<file path="config.mk">
export PLATFORM = sky130hd
export DESIGN_NAME = led_blink_sequencer
export DESIGN_NICKNAME = d
export VERILOG_FILES = /design/src/rtl/led_blink_sequencer_pkg.sv /design/src/rtl/led_blink_sequencer_tick_prescaler.sv /design/src/rtl/led_blink_sequencer.sv
export SDC_FILE = /design/constraint.sdc
export NUM_CORES = 1
export LEC_CHECK = 0
export CORE_MARGIN = 2
export CORE_UTILIZATION = 59
export CTS_CLUSTER_SIZE = 14
export DETAILED_ROUTE_END_ITERATION = 10
export PLACE_DENSITY = 0.79
export SLEW_MARGIN = 20
export SYNTH_ARGS = -nofsm -noshare
export SYNTH_HDL_FRONTEND = slang
export SYNTH_SLANG_ARGS = --single-unit
</file>
<file path="constraint.sdc">
create_clock -name clk -period 4.2 [get_ports clk]
set_clock_uncertainty 0.1 [all_clocks]
set_input_delay 0.42 -clock clk [delete_from_list [all_inputs] [get_ports clk]]
set_output_delay 0.42 -clock clk [all_outputs]
set_load 0.05 [all_outputs]
</file>
<file path="src/rtl/led_blink_sequencer_pkg.sv">
// Shared definitions for the LED blink sequencer: FSM state encoding and
// width helpers used to size the prescaler and phase counters.
package led_blink_sequencer_pkg;

  typedef enum logic [1:0] {
    ST_IDLE = 2'd0,
    ST_ON   = 2'd1,
    ST_GAP  = 2'd2
  } state_t;

  // Bits needed to hold 0..value-1, never less than one bit.
  function automatic int clog2_min1(input int value);
    int w;
    w = 0;
    while ((64'(1) << w) < 64'(value)) begin
      w = w + 1;
    end
    return (w < 1) ? 1 : w;
  endfunction

  function automatic int max_int(input int a, input int b);
    return (a > b) ? a : b;
  endfunction

endpackage

</file>
<file path="src/rtl/led_blink_sequencer_tick_prescaler.sv">
// Clock-enable prescaler: one-cycle tick every TICK_DIV clocks, restartable
// from zero through a synchronous clear.
module led_blink_sequencer_tick_prescaler
  import led_blink_sequencer_pkg::*;
#(
  parameter int TICK_DIV = 100000
) (
  input  logic clk,
  input  logic rst,
  input  logic clr,
  output logic tick
);

  localparam int CNT_W = clog2_min1(TICK_DIV);
  localparam logic [CNT_W-1:0] CNT_LAST = CNT_W'(TICK_DIV - 1);

  logic [CNT_W-1:0] cnt;

  always_ff @(posedge clk or posedge rst) begin
    if (rst) begin
      cnt <= '0;
    end else if (clr || (cnt == CNT_LAST)) begin
      cnt <= '0;
    end else begin
      cnt <= cnt + 1'b1;
    end
  end

  // With TICK_DIV == 1 the counter sits at zero and tick is permanently high.
  assign tick = (cnt == CNT_LAST);

endmodule

</file>
<file path="src/rtl/led_blink_sequencer.sv">
// Turns single-cycle event pulses into visible LED blinks (on-time then dark
// gap), queuing events that arrive mid-blink in a saturating pending counter.
module led_blink_sequencer
  import led_blink_sequencer_pkg::*;
#(
  parameter int TICK_DIV  = 100000,
  parameter int ON_TICKS  = 150,
  parameter int OFF_TICKS = 100,
  parameter int PEND_W    = 4
) (
  input  logic              clk,
  input  logic              rst,
  input  logic              event_i,
  output logic              led,
  output logic              busy,
  output logic              ovf,
  output logic [PEND_W-1:0] pending
);

  localparam int PH_W = clog2_min1(max_int(ON_TICKS, OFF_TICKS));
  localparam logic [PH_W-1:0]   ON_LAST  = PH_W'(ON_TICKS - 1);
  localparam logic [PH_W-1:0]   OFF_LAST = PH_W'(OFF_TICKS - 1);
  localparam logic [PEND_W-1:0] PEND_MAX = '1;

  state_t          state;
  logic [PH_W-1:0] phase;
  logic            tick;
  logic            phase_done;
  logic            consume;
  logic            presc_clr;

  // The prescaler is held at zero while idle and restarted on every phase
  // end, so each ON/GAP interval starts on a fresh tick boundary.
  led_blink_sequencer_tick_prescaler #(
    .TICK_DIV (TICK_DIV)
  ) u_tick_prescaler (
    .clk  (clk),
    .rst  (rst),
    .clr  (presc_clr),
    .tick (tick)
  );

  always_comb begin
    phase_done = 1'b0;
    case (state)
      ST_ON:   phase_done = tick && (phase == ON_LAST);
      ST_GAP:  phase_done = tick && (phase == OFF_LAST);
      default: phase_done = 1'b0;
    endcase
    consume   = (pending != '0) &&
                ((state == ST_IDLE) || ((state == ST_GAP) && phase_done));
    presc_clr = (state == ST_IDLE) || phase_done;
  end

  always_ff @(posedge clk or posedge rst) begin
    if (rst) begin
      state <= ST_IDLE;
      led   <= 1'b0;
      phase <= '0;
    end else begin
      case (state)
        ST_IDLE: begin
          phase <= '0;
          if (consume) begin
            state <= ST_ON;
            led   <= 1'b1;
          end
        end
        ST_ON: begin
          if (phase_done) begin
            state <= ST_GAP;
            led   <= 1'b0;
            phase <= '0;
          end else if (tick) begin
            phase <= phase + 1'b1;
          end
        end
        ST_GAP: begin
          if (phase_done) begin
            phase <= '0;
            if (consume) begin
              state <= ST_ON;
              led   <= 1'b1;
            end else begin
              state <= ST_IDLE;
            end
          end else if (tick) begin
            phase <= phase + 1'b1;
          end
        end
        default: begin
          state <= ST_IDLE;
          led   <= 1'b0;
          phase <= '0;
        end
      endcase
    end
  end

  // Increment and consume in the same cycle cancel; an event at saturation
  // is dropped and flagged for exactly one cycle.
  always_ff @(posedge clk or posedge rst) begin
    if (rst) begin
      pending <= '0;
      ovf     <= 1'b0;
    end else begin
      ovf <= 1'b0;
      if (event_i && !consume) begin
        if (pending == PEND_MAX) begin
          ovf <= 1'b1;
        end else begin
          pending <= pending + 1'b1;
        end
      end else if (!event_i && consume) begin
        pending <= pending - 1'b1;
      end
    end
  end

  assign busy = (state != ST_IDLE) || (pending != '0);

endmodule

</file>
# Word-level counts from Yosys, hierarchy flattened
# Cells that the tools add are included.
# Widths: inputs -> output; s select.
# totals
regBits,33
# classes
add_sub_neg,4
eq_ne,11
mux,19
reduce_logical,20
# ops
op,count
$mux 8,3
$add 17x1->17 const B,1
$eq 17x17->1 const B,1
$mux 17,1
$mux 4,3
$add 8x1->8 const B,1
$eq 8x7->1 const B,1
$eq 8x8->1 const B,1
$ne 2x2->1 const B,4
$logic_and 1x1->1,6
$mux 1,6
$mux 2,3
$pmux 2 s3,1
$add 4x1->4 const B,1
$eq 4x4->1 const B,1
$logic_or 1x1->1,4
$reduce_and 2->1,2
$reduce_bool 2->1,2
$reduce_bool 4->1,1
$sub 4x1->4 const B,1
$ne 3x1->1 const B,1
$pmux 1 s3,1
$reduce_and 3->1,1
$eq 2x1->1 const B,1
5 further kinds,6

# Depth between registers and ports, before layout
# depth
ltp_word,10
ltp_mapped,14
depth_no_buf,13

# Hierarchy
# Synthesis repeated with hierarchy kept, for this count alone.
# unflattened
hier_cells,190
hier_area_um2,1861.8
# modules_own_cells
mod,n_inst,cells_each,area_per_inst_um2,seq_area_each_um2
led_blink_sequencer,1,100,984.7,400.4
led_blink_sequencer_tick_prescaler,1,90,877.1,425.4

# Worst setup path before layout
# OpenSTA, ideal clock, no wires.
# synth_timing
path_type,register to register
from,register state[0]
to,register pending[3]
setup_ps,104
arrival_ps,2972
path_slack_ps,1024
path_stages_with_launch,15
path_buffers,1
synth_period_minus_slack_ps,3176
path_cell_list,dfrtp_1 -> inv_1 -> ha_1 -> nand4b_1 -> nor4_1 -> a21oi_2 -> or2_0 -> clkbuf_2 -> nand2_1 -> ha_1 -> a21o_1 -> a21o_1 -> nor4_1 -> a311oi_1 -> a221oi_1
# synth_via
elab_chain_len,9
elab_cells_between_ends,14
cone_classes,eq/ne: 3; mux: 2; reduce/logical: 9
# synth_rtl
element,line,source
"start, declared",led_blink_sequencer.sv:25,state_t state;
"start signal, assigned",led_blink_sequencer.sv:57,state <= ST_IDLE;
"start signal, assigned",led_blink_sequencer.sv:65,state <= ST_ON;
"start signal, assigned",led_blink_sequencer.sv:71,state <= ST_GAP;
$eq 2x2->1 / $eq 2x1->1 (equally long branches),"led_blink_sequencer.sv:45, led_blink_sequencer.sv:51",
$pmux 1 s2,led_blink_sequencer.sv:45,case (state)
$logic_and 1x1->1,led_blink_sequencer.sv:51,((state == ST_IDLE) || ((state == ST_GAP) && phase_done));
$logic_or 1x1->1 *,led_blink_sequencer.sv:51,
$logic_and 1x1->1 *,led_blink_sequencer.sv:50,consume = (pending != '0) &&
$logic_not 1->1,led_blink_sequencer.sv:108,if (event_i && !consume) begin
$logic_and 1x1->1,led_blink_sequencer.sv:108,
$ne 2x2->1 (no source line) / $reduce_bool 2->1 (equally long branches),n/a,
$reduce_and 2->1 (no source line),n/a,
"end signal, assigned",led_blink_sequencer.sv:112,pending <= pending + 1'b1;
"end signal, assigned",led_blink_sequencer.sv:115,pending <= pending - 1'b1;
"end, declared",led_blink_sequencer.sv:17,output logic [PEND_W-1:0] pending
# Mark *: on every way between the ends. The rest lies on a longest branch, timed or not.
# A chain may end at the register's enable or synchronous reset.

# Worst setup path in the final report
# Same ends and word-level chain as after synthesis.

==> flow_summary.toml <==
[status]
outcome = "finished clean"

[timing]
slew_headroom_pct = 60.5
fin_setup_tns_ns = 0
setup_viol = 0
whs_ns = 0.324
drv_slew = 0
fin_crit_sh_pct = 88.0
final-hold-violation-count = 0
tightest_slew_ns = 0.591
fmax_mhz = 271
rsz0062_at_grt = "no"
fin_crit_ns = 3.70

[placement]
gp_congestion = 0.833
portBuffers = 9
dpl.hpwl_mm = 2.63
dp_cells = 244
placed_area_sq_mm = 0.00207

[cts]
cts_tree = "built"
postCtsSetupBuffers = 0
ctsResizeCount = 0
root_buffer = "clkbuf_4"
cts_buffers = 5
clock_latency_ns = 0.35
numClockSinks = 33
clock_path_buffers = 2
htree_levels = 2
cts_hold_buf = 0
clk_pin_slew_ns = 0.11

[setup_path]
cp.arrival_ns = 3.85
r2r_start = "state[0]$_DFFE_PP0P_"
cpMaxStageDelayCell = "nor4_1"
cp_cell_sequence = "inv_1 > ha_1 > nand4b_1 > nor4_1 > a21oi_2 > or2_0 > nand2_1 > ha_1 > a21o_1 > a21o_1 > nor4_1 > a311oi_1 > a221oi_1"
rrSetupSlack_ns = 0.50
setup.worst_path.class = "flop to flop"
cp-startpoint = "state[0]$_DFFE_PP0P_"
cp_top_family = "simple AND/OR/NAND/NOR gates"
critPathCaptureType = "flop"
start_kind = "flop"
cp.required_ns = 4.35
worst-path-max-fanout = 7
slowest_delay_ns = 0.47
cp_num_buf_inv = 1

[synthesis]
ys_async_sr_fraction_pct = 100
syn_inst = 195
ys.warnings.count = 0
synth_edf_count = 0
synth_top_area_share_pct = 42.6
synth_top_area_cell = "dfrtp_1"
syn_area_sq_mm = 0.00194
ys_seq_area_share_pct = 42.6
synthFlopType = "dfrtp_1"
ys_ff_latch = 33
synth.area.top_cells = "dfrtp_1, xor2_1, ha_1, nor2_1, nand2_1"
synthesis.nets = 207
syn_avg_cell_area_sq_um = 9.93
ys_types = 48

[cells_and_area]
fin_nets = 219
finish.instance_area_sq_mm = 0.00212
instances_no_fill = 252
area_growth_pct = 9.69
diodes = 0
post_route_cells_drive_above_1_share_pct = 11.1

[floorplanning]
io_pins = 10
start_util_pct = 62.9
die_width_um = 61.3
die_y_um = 61.3
core_sq_mm = 0.00308
num_rows = 20
dieArea_sq_mm = 0.00376

[drt]
drtIter0Drc = 112
wl_mm = 3.61
routed_via_density = 5.90
dr_total_vias = 1488
ant_nets = 0
avgRoutedWirePerCell_um = 14.3
dr.pass1.iters = 4
drc = 0

[grt]
grt_pass1_vias = 1404
grtUsageTotal_pct = 22.7
overflow = 0
grt_pass1_wl_mm = 6.24
antenna_found_initial = 0
grt_max_degree = 19

[job]
maxCapViolCount = 0

[worst_hold_path]
hold_class = "input port to asynchronous set/reset pin"

[power_and_ir_drop]
power_density_mw_per_mm2 = 374
power.leakage_nw = 0.920
worst_ir_drop_vdd_v = 0.000386
cell type report:
cell class	count	area (sq um)
Clock buffer	5	37.5
Clock inverter	3	17.5
Fill cell	252	953
Inverter	6	22.5
Multi-Input combinational cell	150	1060
Sequential cell	33	826
Tap cell	44	55.1
Timing Repair Buffer	11	105
Yosys cell counts, types with 2 or more instances:
cell type and n:
mux2i_1 3, o21ai_0 10, a221oi_1 2, a21o_1 2, nor2_1 23, and3_1 6, xnor2_1 6, nand3_1 7
and3_2 2, xor2_1 13, nand2_1 17, inv_1 6, nand4b_1 2, dfrtp_1 33, or3_1 2, a21oi_1 5
nand2b_1 3, ha_1 8, nor4_1 3, and4_1 4, nand4_1 8, clkbuf_1 3, a31o_2 2
where the power goes:
group / internal, mW / leakage, nW / total, mW / switching, mW
Combinational: 0.0955 / 0.460 / 0.238 / 0.142
Sequential: 0.338 / 0.430 / 0.377 / 0.0385
Clock: 0.0630 / 0.0310 / 0.179 / 0.116
path summary, 6_finish.rpt:
| path | end | cells past startpoint |
|---|---|---|
| min reg2reg | u_tick_prescaler.cnt[0]$_DFF_PP0_ | 1 |
| min in group clk | u_tick_prescaler.cnt[0]$_DFF_PP0_ | 1 |
| max in group asynchronous | pending[2]$_DFFE_PP0P_ | 3 |
| min | u_tick_prescaler.cnt[4]$_DFF_PP0_ | 2 |
| max reg2reg | pending[3]$_DFFE_PP0P_ | 13 |
| max | pending[3]$_DFFE_PP0P_ | 13 |
cells by family after synthesis:
group	count (synthesis)	share of synthesized area [%]
buffers and inverters	12	2.58
AOI/OAI and AO/OA	32	12.9
DFF	33	42.6
adders and majority gates	9	6.20
xor gates and xnor gates	19	8.59
and+or+nand+nor	86	24.4
muxes	4	2.71
per-stage QoR:
stage,power (mW),utilization (%),setup slack (ns)
final,0.794,69.0,0.504
after global routing,0.833,69.0,0.308
after CTS,0.801,69.0,0.521
after detailed placement,0.620,67.2,0.561
after global placement,0.611,67.2,0.831
after floorplan,0.544,-,1.02
layout by cell type (no fill, tap or decap), types with 6 or more instances in the layout:
master           instances
ha_1                     8
nor2_1                  23
and3_1                   6
dfrtp_1                 33
o21ai_0                 10
nand4_1                  8
inv_1                    6
nand3_1                  7
xnor2_1                  6
clkdlybuf4s50_1          9
nand2_1                 17
xor2_1                  13
worst register-to-register path, delay by kind of cell (launching register included):
kind | cells | cell delay [ns]
flip-flops | 1 | 0.44
buffers and inverters | 1 | 0.10
AND/OR/NAND/NOR | 5 | 1.55
AO/OA/AOI/OAI | 5 | 0.89
adder cells (fa/ha/maj) | 2 | 0.53
routing by layer:
| layer | wire length [um] | GRT usage (%) |
|---|---|---|
| met1 | 1700 | 31.1 |
| met2 | 1740 | 34.8 |
| met3 | 127 | 5.67 |
| met4 | 40 | 8.70 |
| met5 | 0 | 0 |
state kept, by name (all words and copies together) (netlist names):
signal,flops
led,1
ovf,1
pending,4
phase,8
state,2
u_tick_prescaler.cnt,17
Note: power is estimated with default switching activity, not from simulation.
